File: config.mk
export PLATFORM = sky130hd
export DESIGN_NAME = ahb_slave_if_param
export DESIGN_NICKNAME = d
export VERILOG_FILES = /design/src/rtl/ahb_slave_if_param_pkg.sv /design/src/rtl/ahb_slave_if_param_decode.sv /design/src/rtl/ahb_slave_if_param.sv
export SDC_FILE = /design/constraint.sdc
export NUM_CORES = 1
export LEC_CHECK = 0
export BUFFER_PORTS_ARGS = -buffer_cell sky130_fd_sc_hd__buf_4
export CORE_ASPECT_RATIO = 1.5
export CORE_MARGIN = 1.5
export CORE_UTILIZATION = 44
export CTS_CLUSTER_SIZE = 10
export DETAILED_ROUTE_END_ITERATION = 8
export HOLD_SLACK_MARGIN = 0.08
export PLACE_DENSITY_LB_ADDON = 0.05
export SLEW_MARGIN = 40
export SYNTH_ARGS = -nofsm -noshare
export SYNTH_HDL_FRONTEND = slang
export SYNTH_HIERARCHICAL = 1
export SYNTH_SLANG_ARGS = --single-unit
File: constraint.sdc
create_clock -name hclk -period 6.5 [get_ports hclk]
set_input_delay 0.975 -clock hclk [delete_from_list [all_inputs] [get_ports hclk]]
set_output_delay 0.975 -clock hclk [all_outputs]
set_load 0.05 [all_outputs]
File: src/rtl/ahb_slave_if_param_pkg.sv
// Shared encodings for the AHB slave front end: transfer types, responses,
// and the error-response FSM state type.
package ahb_slave_if_param_pkg;

    typedef enum logic [1:0] {
        HTRANS_IDLE   = 2'b00,
        HTRANS_BUSY   = 2'b01,
        HTRANS_NONSEQ = 2'b10,
        HTRANS_SEQ    = 2'b11
    } htrans_e;

    typedef enum logic [1:0] {
        HRESP_OKAY  = 2'b00,
        HRESP_ERROR = 2'b01
    } hresp_e;

    typedef enum logic [1:0] {
        ST_IDLE = 2'b00,
        ST_ERR1 = 2'b01,
        ST_ERR2 = 2'b10
    } err_state_e;

    localparam logic [15:0] XFER_CNT_MAX = 16'hFFFF;

    function automatic logic is_active(input logic [1:0] trans);
        return (trans == HTRANS_NONSEQ) || (trans == HTRANS_SEQ);
    endfunction

endpackage

File: src/rtl/ahb_slave_if_param_decode.sv
// Address region decoder: NSEL contiguous power-of-two regions starting at BASE.
// Produces an in-range flag and a one-hot region select.
module ahb_region_decode #(
    parameter int                ADDR_W = 32,
    parameter int                NSEL   = 3,
    parameter logic [ADDR_W-1:0] BASE   = 32'h8000_0000,
    parameter logic [ADDR_W-1:0] REGION = 32'h0400_0000
) (
    input  logic [ADDR_W-1:0] haddr,
    output logic              in_range,
    output logic [NSEL-1:0]   sel
);

    localparam int          RSH   = $clog2(REGION);
    localparam logic [63:0] LIMIT = 64'(NSEL) << RSH;

    logic [ADDR_W:0] w_diff;
    logic [63:0]     w_off;
    logic [63:0]     w_idx;

    // Extra MSB on the subtraction doubles as the "below BASE" borrow flag.
    assign w_diff   = {1'b0, haddr} - {1'b0, BASE};
    assign w_off    = 64'(w_diff[ADDR_W-1:0]);
    assign w_idx    = w_off >> RSH;
    assign in_range = ~w_diff[ADDR_W] && (w_off < LIMIT);

    for (genvar k = 0; k < NSEL; k++) begin : g_sel
        assign sel[k] = in_range && (w_idx == 64'(k));
    end

endmodule

File: src/rtl/ahb_slave_if_param.sv
// AHB slave interface of an AHB-to-APB bridge: region decode, address/data
// delay lines, registered control, two-cycle ERROR response, transfer counter.
module ahb_slave_if_param
    import ahb_slave_if_param_pkg::*;
#(
    parameter int                ADDR_W = 32,
    parameter int                DATA_W = 32,
    parameter int                NSEL   = 3,
    parameter logic [ADDR_W-1:0] BASE   = 32'h8000_0000,
    parameter logic [ADDR_W-1:0] REGION = 32'h0400_0000,
    parameter int                PIPE   = 2
) (
    input  logic                     hclk,
    input  logic                     hreset,
    input  logic                     hwrite,
    input  logic                     hreadyin,
    input  logic [1:0]               htrans,
    input  logic [2:0]               hsize,
    input  logic [ADDR_W-1:0]        haddr,
    input  logic [DATA_W-1:0]        hwdata,
    input  logic [DATA_W-1:0]        prdata,
    input  logic                     stall,
    output logic [PIPE*ADDR_W-1:0]   haddr_q,
    output logic [PIPE*DATA_W-1:0]   hwdata_q,
    output logic [DATA_W-1:0]        hrdata,
    output logic                     valid,
    output logic                     hwritereg,
    output logic [NSEL-1:0]          tempselx,
    output logic [2:0]               psize,
    output logic                     hreadyout,
    output logic [1:0]               hresp,
    output logic [15:0]              xfer_cnt
);

    logic                           w_in_range;
    logic                           w_active;
    logic                           w_accept;
    err_state_e                     r_state;
    err_state_e                     w_state_nxt;
    logic [PIPE-1:0][ADDR_W-1:0]    r_haddr_q;
    logic [PIPE-1:0][DATA_W-1:0]    r_hwdata_q;
    logic                           r_hwritereg;
    logic [2:0]                     r_psize;
    logic [15:0]                    r_xfer_cnt;

    ahb_region_decode #(
        .ADDR_W (ADDR_W),
        .NSEL   (NSEL),
        .BASE   (BASE),
        .REGION (REGION)
    ) u_decode (
        .haddr    (haddr),
        .in_range (w_in_range),
        .sel      (tempselx)
    );

    assign w_active = is_active(htrans);
    // hreadyout is ~stall whenever the FSM is idle, so it is folded in here
    // directly to keep accept free of a path through the output logic.
    assign w_accept = hreadyin && w_active && (r_state == ST_IDLE) && !stall;
    assign valid    = hreadyin && w_active && w_in_range && (r_state == ST_IDLE);
    assign hrdata   = prdata;

    always_ff @(posedge hclk or posedge hreset) begin
        if (hreset) r_state <= ST_IDLE;
        else        r_state <= w_state_nxt;
    end

    always_comb begin
        w_state_nxt = r_state;
        hreadyout   = 1'b1;
        hresp       = HRESP_OKAY;
        case (r_state)
            ST_IDLE: begin
                hreadyout = ~stall;
                if (w_accept && !w_in_range) w_state_nxt = ST_ERR1;
            end
            ST_ERR1: begin
                hreadyout   = 1'b0;
                hresp       = HRESP_ERROR;
                w_state_nxt = ST_ERR2;
            end
            ST_ERR2: begin
                hresp       = HRESP_ERROR;
                w_state_nxt = ST_IDLE;
            end
            default: w_state_nxt = ST_IDLE;
        endcase
    end

    // Slot 0 takes the current bus values; older slots move toward PIPE-1.
    always_ff @(posedge hclk or posedge hreset) begin
        if (hreset) begin
            r_haddr_q  <= '0;
            r_hwdata_q <= '0;
        end else if (hreadyin) begin
            r_haddr_q[0]  <= haddr;
            r_hwdata_q[0] <= hwdata;
            for (int i = 1; i < PIPE; i++) begin
                r_haddr_q[i]  <= r_haddr_q[i-1];
                r_hwdata_q[i] <= r_hwdata_q[i-1];
            end
        end
    end

    always_ff @(posedge hclk or posedge hreset) begin
        if (hreset) begin
            r_hwritereg <= 1'b0;
            r_psize     <= '0;
            r_xfer_cnt  <= '0;
        end else if (w_accept) begin
            r_hwritereg <= hwrite;
            r_psize     <= hsize;
            if (w_in_range && (r_xfer_cnt != XFER_CNT_MAX))
                r_xfer_cnt <= r_xfer_cnt + 16'd1;
        end
    end

    assign haddr_q   = r_haddr_q;
    assign hwdata_q  = r_hwdata_q;
    assign hwritereg = r_hwritereg;
    assign psize     = r_psize;
    assign xfer_cnt  = r_xfer_cnt;

endmodule

Word level (Yosys, flattened, before mapping)
Cells that the tools add are included.
{ "totals": {"wordCells": 43, "input_bits": 106, "output_inout_bits": 187, "ff_bits": 150} }
{ "classes": {"n_bitwise": 2, "n_lt_le_gt_ge": 1, "n_mux": 4, "reduce_logical": 18, "n_addsub": 2, "n_eq_ne": 8} }
{ "ops": {"columns": ["op", "n"], "rows": [
  ["zero test 64 bit", 1],
  ["subtractor 32 x 32 -> 33 bit, second input constant", 1],
  ["less-than comparator 32 x 28 -> 1 bit, second input constant", 1],
  ["adder 16 x 1 -> 16 bit, second input constant", 1],
  ["!= test 16 bit, second input constant", 1],
  ["logical AND 1 bit", 11],
  ["== test 2 bit, second input constant", 3],
  ["== test 6 x 1 -> 1 bit, second input constant", 1],
  ["== test 6 x 2 -> 1 bit, second input constant", 1],
  ["case mux 2 bit (2 select lines)", 1],
  ["== test 2 x 1 -> 1 bit, second input constant", 1],
  ["zero test 1 bit", 2],
  ["zero test 2 bit", 1],
  ["2-to-1 mux 2 bit", 1],
  ["!= test 2 x 1 -> 1 bit, second input constant", 1],
  ["inverter 1 bit", 2],
  ["case mux 1 bit (2 select lines)", 1],
  ["AND reduction 2 bit", 1],
  ["OR reduction 2 bit", 1],
  ["logical OR 1 bit", 1],
  ["2-to-1 mux 1 bit", 1]
]} }

Depth between registers and ports, before layout
{ "depth": {"ltp_word": 8, "depth_mapped": 7, "ltp_nobuf": 6} }

Hierarchy
Netlist, hierarchy kept.
{ "modules_own_cells": {"columns": ["mod", "area_each_um2", "instances", "cells_per_inst", "seq_area_each_um2"], "rows": [
  ["ahb_slave_if_param", 6125.9, 1, 407, 3753.6],
  ["ahb_region_decode", 48.8, 1, 5, 0.0]
]} }

Worst setup path before layout
Ideal clock, no wire load.
{ "synth_path": {"kind": "input port to output port", "startpoint": "input haddr[30]", "endpoint": "output tempselx[0]", "n_path_buf": 0, "path_stages": 2, "arrival_ps": 2595, "path_slack_ps": 2930, "required_ps": 5525, "cell_sequence": "or4b_4 > nor3_1"} }
{ "synth_via": {"elab_chain_cells": 4} }
{ "synth_rtl": {"columns": ["item", "line", "rtl"], "rows": [
  ["start: declaration", "ahb_slave_if_param.sv:19", "input logic [ADDR_W-1:0] haddr,"],
  ["subtractor 32 x 32 -> 33 bit (*)", "ahb_slave_if_param_decode.sv:22", "assign w_diff = {1'b0, haddr} - {1'b0, BASE};"],
  ["less-than comparator 32 x 28 -> 1 bit / inverter 1 bit (equally long branches)", "ahb_slave_if_param_decode.sv:25", "assign in_range = ~w_diff[ADDR_W] && (w_off < LIMIT);"],
  ["logical AND 1 bit", "ahb_slave_if_param_decode.sv:25", null],
  ["logical AND 1 bit (*)", "ahb_slave_if_param_decode.sv:28", "assign sel[k] = in_range && (w_idx == 64'(k));"],
  ["end: declaration", "ahb_slave_if_param.sv:28", "output logic [NSEL-1:0] tempselx,"]
]} }
Mark *: on every way between the ends. The rest lies on a longest branch, timed or not.

Final worst setup path
{ "layout_path": {"startpoint": "input haddr[30]", "endpoint": "output valid"} }
{ "layout_via": {"elab_chain_cells": 5} }
{ "layout_rtl": {"columns": ["item", "line", "rtl"], "rows": [
  ["subtractor 32 x 32 -> 33 bit (*)", "ahb_slave_if_param_decode.sv:22", null],
  ["less-than comparator 32 x 28 -> 1 bit / inverter 1 bit (equally long branches)", "ahb_slave_if_param_decode.sv:25", null],
  ["logical AND 1 bit (*)", "ahb_slave_if_param_decode.sv:25", null],
  ["net w_in_range", "ahb_slave_if_param.sv:35", "logic w_in_range;"],
  ["logical AND 1 bit (*) (2 in a row)", "ahb_slave_if_param.sv:61", "assign valid = hreadyin && w_active && w_in_range && (r_state == ST_IDLE);"],
  ["end: declaration", "ahb_slave_if_param.sv:26", "output logic valid,"]
]} }
Mark *: on every way through the listed nets, which the timed path passes. The rest lies on a longest branch.

==> results by group <==
Power and ir drop
  • Clk network pwr share: 0.320
  • P_int: slightly below 2 mW
  • Maximum vdd drop: about 0.17 mV
  • NetSw: around 1.1 mW
  • Sw frac: 0.355
  • Comb power frac: 0.302
  • Cell Pwr Density: approximately 360 nW/um2
  • Part of the power in registers: 0.378
  • Leak: ~4 nW

Yosys
  • Syn Nets: 523
  • Post-Synth Adder-Cell Area: 0.0101
  • Main synth FF type: dfrtp_1
  • Yosys top cell area share: 0.608
  • Multiplexer share of the synthesized area: 0.248
  • Syn avg cell area: around 15 um2
  • Largest family of logic cells by synthesized area: multiplexers
  • Post-Synth Simple-Gate Area: 0.0559
  • Post-Synthesis Cell Area: between 6000 and 7000 um2
  • Synth async-reset ratio: 1.00
  • Most frequent cell after synthesis: dfrtp_1
  • Synth Area in Compound Gates: 0.00446
  • Netlist cell types: 34
  • Cell taking the most area after synthesis: dfrtp_1
  • Top post-synthesis cells by area: dfrtp_1, mux2_2, buf_4
  • Syn. warnings: 6
  • Most frequent cells after synthesis: dfrtp_1, mux2_2, buf_4, xor2_1, buf_2
  • Syn Inst Count: approximately 410
  • Synth Area in XOR/XNOR: 0.0184
  • Sequential-to-total area share from yosys stat: 0.608
  • Post-synth EDFFs: 0
  • Number of synthesized register bits: 150

Drt
  • Post-Route WL: 13,500 um
  • Drt pass-1 iters: 4
  • Drt drc: 0
  • Drt wl/cell: roughly 17 um
  • Vias per inst: 5.12
  • Via count: around 4,000
  • DRT antenna net count: 0
  • First-iteration detailed-routing DRC count: 83

Place
  • Buffers on Ports: 226
  • Gpl congestion: 0.776
  • Dpl hpwl: ~9600 um

Floorplanning
  • Die area: between 10,000 and 15,000 um2
  • # IOs: about 290
  • Die W: around 100 um
  • Initial core utilization: 0.454
  • Row cnt: 52
  • Core Area: between 10,000 and 15,000 um2
  • Die height: roughly 150 um

Finish
  • Area Growth Syn to Fin: 35.7%
  • Fill cells: 1,130
  • Antenna diodes: 0
  • Layout cell share with drive strength beyond 1: 0.644
  • Net count reported at finish: roughly 720

Timing
  • Layout Skew: about 8.4 ps
  • Setup TNS: 0 ps
  • Max_slew headroom: 0.599
  • Fin crit share: 0.552
  • Hold Slack: 499 ps
  • Highest clock rate: ~0.28 GHz
  • Slew Viols, Final: 0
  • Final hold violation count: 0
  • Worst-margin pin slew: 601 ps
  • Final setup fails: 0
  • Min cycle time layout: approximately 3600 ps
  • RSZ-0062 raised after global routing: false

CTS
  • Post-cts resize count: 0
  • # hold bufs at CTS: 0
  • CTS clock-pin slew for the worst setup and hold paths: 60 ps
  • Number of setup buffers added after CTS: 0
  • Max clock buf depth: 2
  • CTS tree: built
  • Clk_lat worst skew: ~400 ps
  • Clk sink count: 150
  • CTS Root Cell: clkbuf_16
  • CTS Buf Count: 17
  • H-tree lvl count: 4

Worst setup path
  • Worst r2r path cells: 6
  • Worst reg2reg startpoint: r_state[0]
  • Bufs and invs on worst path: 2
  • CP max-delay cell: or4b_4
  • Crit-path cells: buf_4 -> or4b_4 -> a21oi_1 -> and4_4 -> buf_4
  • CP endpoint kind: output port
  • Critical path class: in -> out
  • CP dominant cell by count: buf_4
  • Crit path from: haddr[30]
  • Cell family with the largest share of critical-path delay: simple AND/OR/NAND/NOR gates
  • CP endpoint: valid
  • Crit path largest cell delay: about 580 ps
  • CP Data Arrival Time: about 2600 ps
  • Crit path max fanout: 6
  • Reg2Reg Setup Slack: between 4000 and 5000 ps
  • R2R Path End: xfer_cnt[1]
  • CP required: 5520 ps
  • Worst Setup Start Kind: input port
  • Critical path depth in cells: 5

Global route
  • Antenna violations before repair: 0
  • Largest net degree at the start of global routing: 88
  • First-pass GRT wire length: about 22,000 um
  • Tot GR Track Use: 0.189
  • Vias in the first global route: ~4,200
  • GR Overflow Total: 0

Hold path
  • Hold crit path type: reg -> reg

Status
  • Status: finished, final reports clean

Run
  • Max cap viols: 0
-- worst min path at each step --
| stage | startpoint | end | slack, ps | cells after the start |
|---|---|---|---|---|
| 5_1_grt | hwdata_q[51] | hwdata_q[51] | 530 | 1 |
| 3_5_place_dp | xfer_cnt[15] | xfer_cnt[15] | 490 | 1 |
| 6_report | xfer_cnt[15] | xfer_cnt[15] | 500 | 1 |
| 3_3_place_gp | haddr_q[63] | haddr_q[63] | 490 | 1 |
| 2_1_floorplan | r_state[1] | r_state[1] | 480 | 1 |
| 4_1_cts | xfer_cnt[15] | xfer_cnt[15] | 500 | 1 |
-- layout make-up --
cell class / instances / area [um2] / area share
clock buffers: 18 / 429 / 0.0512
flip-flops and latches: 150 / 3750 / 0.448
multi-input cells: 211 / 2090 / 0.249
repair buffers: 229 / 1740 / 0.208
clock inverters: 13 / 148 / 0.0176
well taps: 162 / 203 / 0.0242
inverters: 3 / 18.8 / 0.00224
-- power groups by stage --
stage / Clock, mW / Combinational (mW) / Sequential, mW
floorplan: 0 / 0.271 / 1.54
global placement: 0 / 0.903 / 1.14
detailed placement: 0 / 0.910 / 1.15
CTS: 0.982 / 0.911 / 1.13
global route: 1.02 / 0.941 / 1.15
finish: 0.956 / 0.902 / 1.13
-- per-layer routing --
layer,wire length [um],global-route usage,part of all wire,up-vias
met5,0,0,0,-
met4,542,0.0944,0.040,0
met3,1260,0.0789,0.093,47
met2,6910,0.312,0.51,172
met1,4790,0.209,0.35,1988
li1,-,-,-,1820
-- kinds of logic after synthesis --
| family | after synthesis |
|---|---|
| other | 1 |
| multiplexers | 136 |
| XOR/XNOR | 13 |
| AO/OA/AOI/OAI | 5 |
| buffers and inverters | 51 |
| AND/OR/NAND/NOR | 51 |
| flip-flops | 150 |
| adder cells (fa/ha/maj) | 5 |
-- sequential cells by signal (all words and copies together) (netlist names) --
signal,cells
hwritereg,1
xfer_cnt,16
hwdata_q,64
psize,3
r_state,2
haddr_q,64
-- worst register-to-register path, delay by kind of cell, from the launching register on --
| family | cells | cell delay (ps) |
|---|---|---|
| fa+ha+maj | 1 | 220 |
| buf+inv | 1 | 90 |
| flops | 1 | 410 |
| mux | 1 | 310 |
| simple gates | 3 | 850 |
-- cells in the final DEF (no fill, tap or decap), drive strengths merged --
master / synthesis / final
nor2: 6 / 6
nand4: 6 / 6
ha: 5 / 5
bufinv: 0 / 2
clkinvlp: 0 / 4
nor2b: 1 / 1
o21ai: 2 / 2
a21oi: 2 / 2
nand3: 7 / 7
conb: 1 / 1
dfrtp: 150 / 150
nor3b: 3 / 3
and4bb: 1 / 1
nor4: 2 / 2
nor3: 6 / 6
xor2: 13 / 13
a21boi: 1 / 1
buf: 47 / 229
mux2: 135 / 135
inv: 3 / 7
clkinv: 0 / 3
nand2: 6 / 6
and4: 3 / 3
mux2i: 1 / 1
clkbuf: 1 / 18
and3: 3 / 3
or4b: 1 / 1
nor4b: 4 / 4
nand2b: 1 / 1
and4b: 1 / 1
-- stage by stage --
step                utilization  instances  instance area, um2  worst slack, ps  power (mW)
global placement          0.571        754                7770             2990        2.04
floorplan                     -        412                6170             1490        1.81
detailed placement        0.571        754                7770             2960        2.06
global route              0.616        786                8380             2870        3.11
CTS                       0.614        785                8350             2930        3.02
finish                    0.616        786                8380             2910        2.99
(Power assumes the default switching activity.)
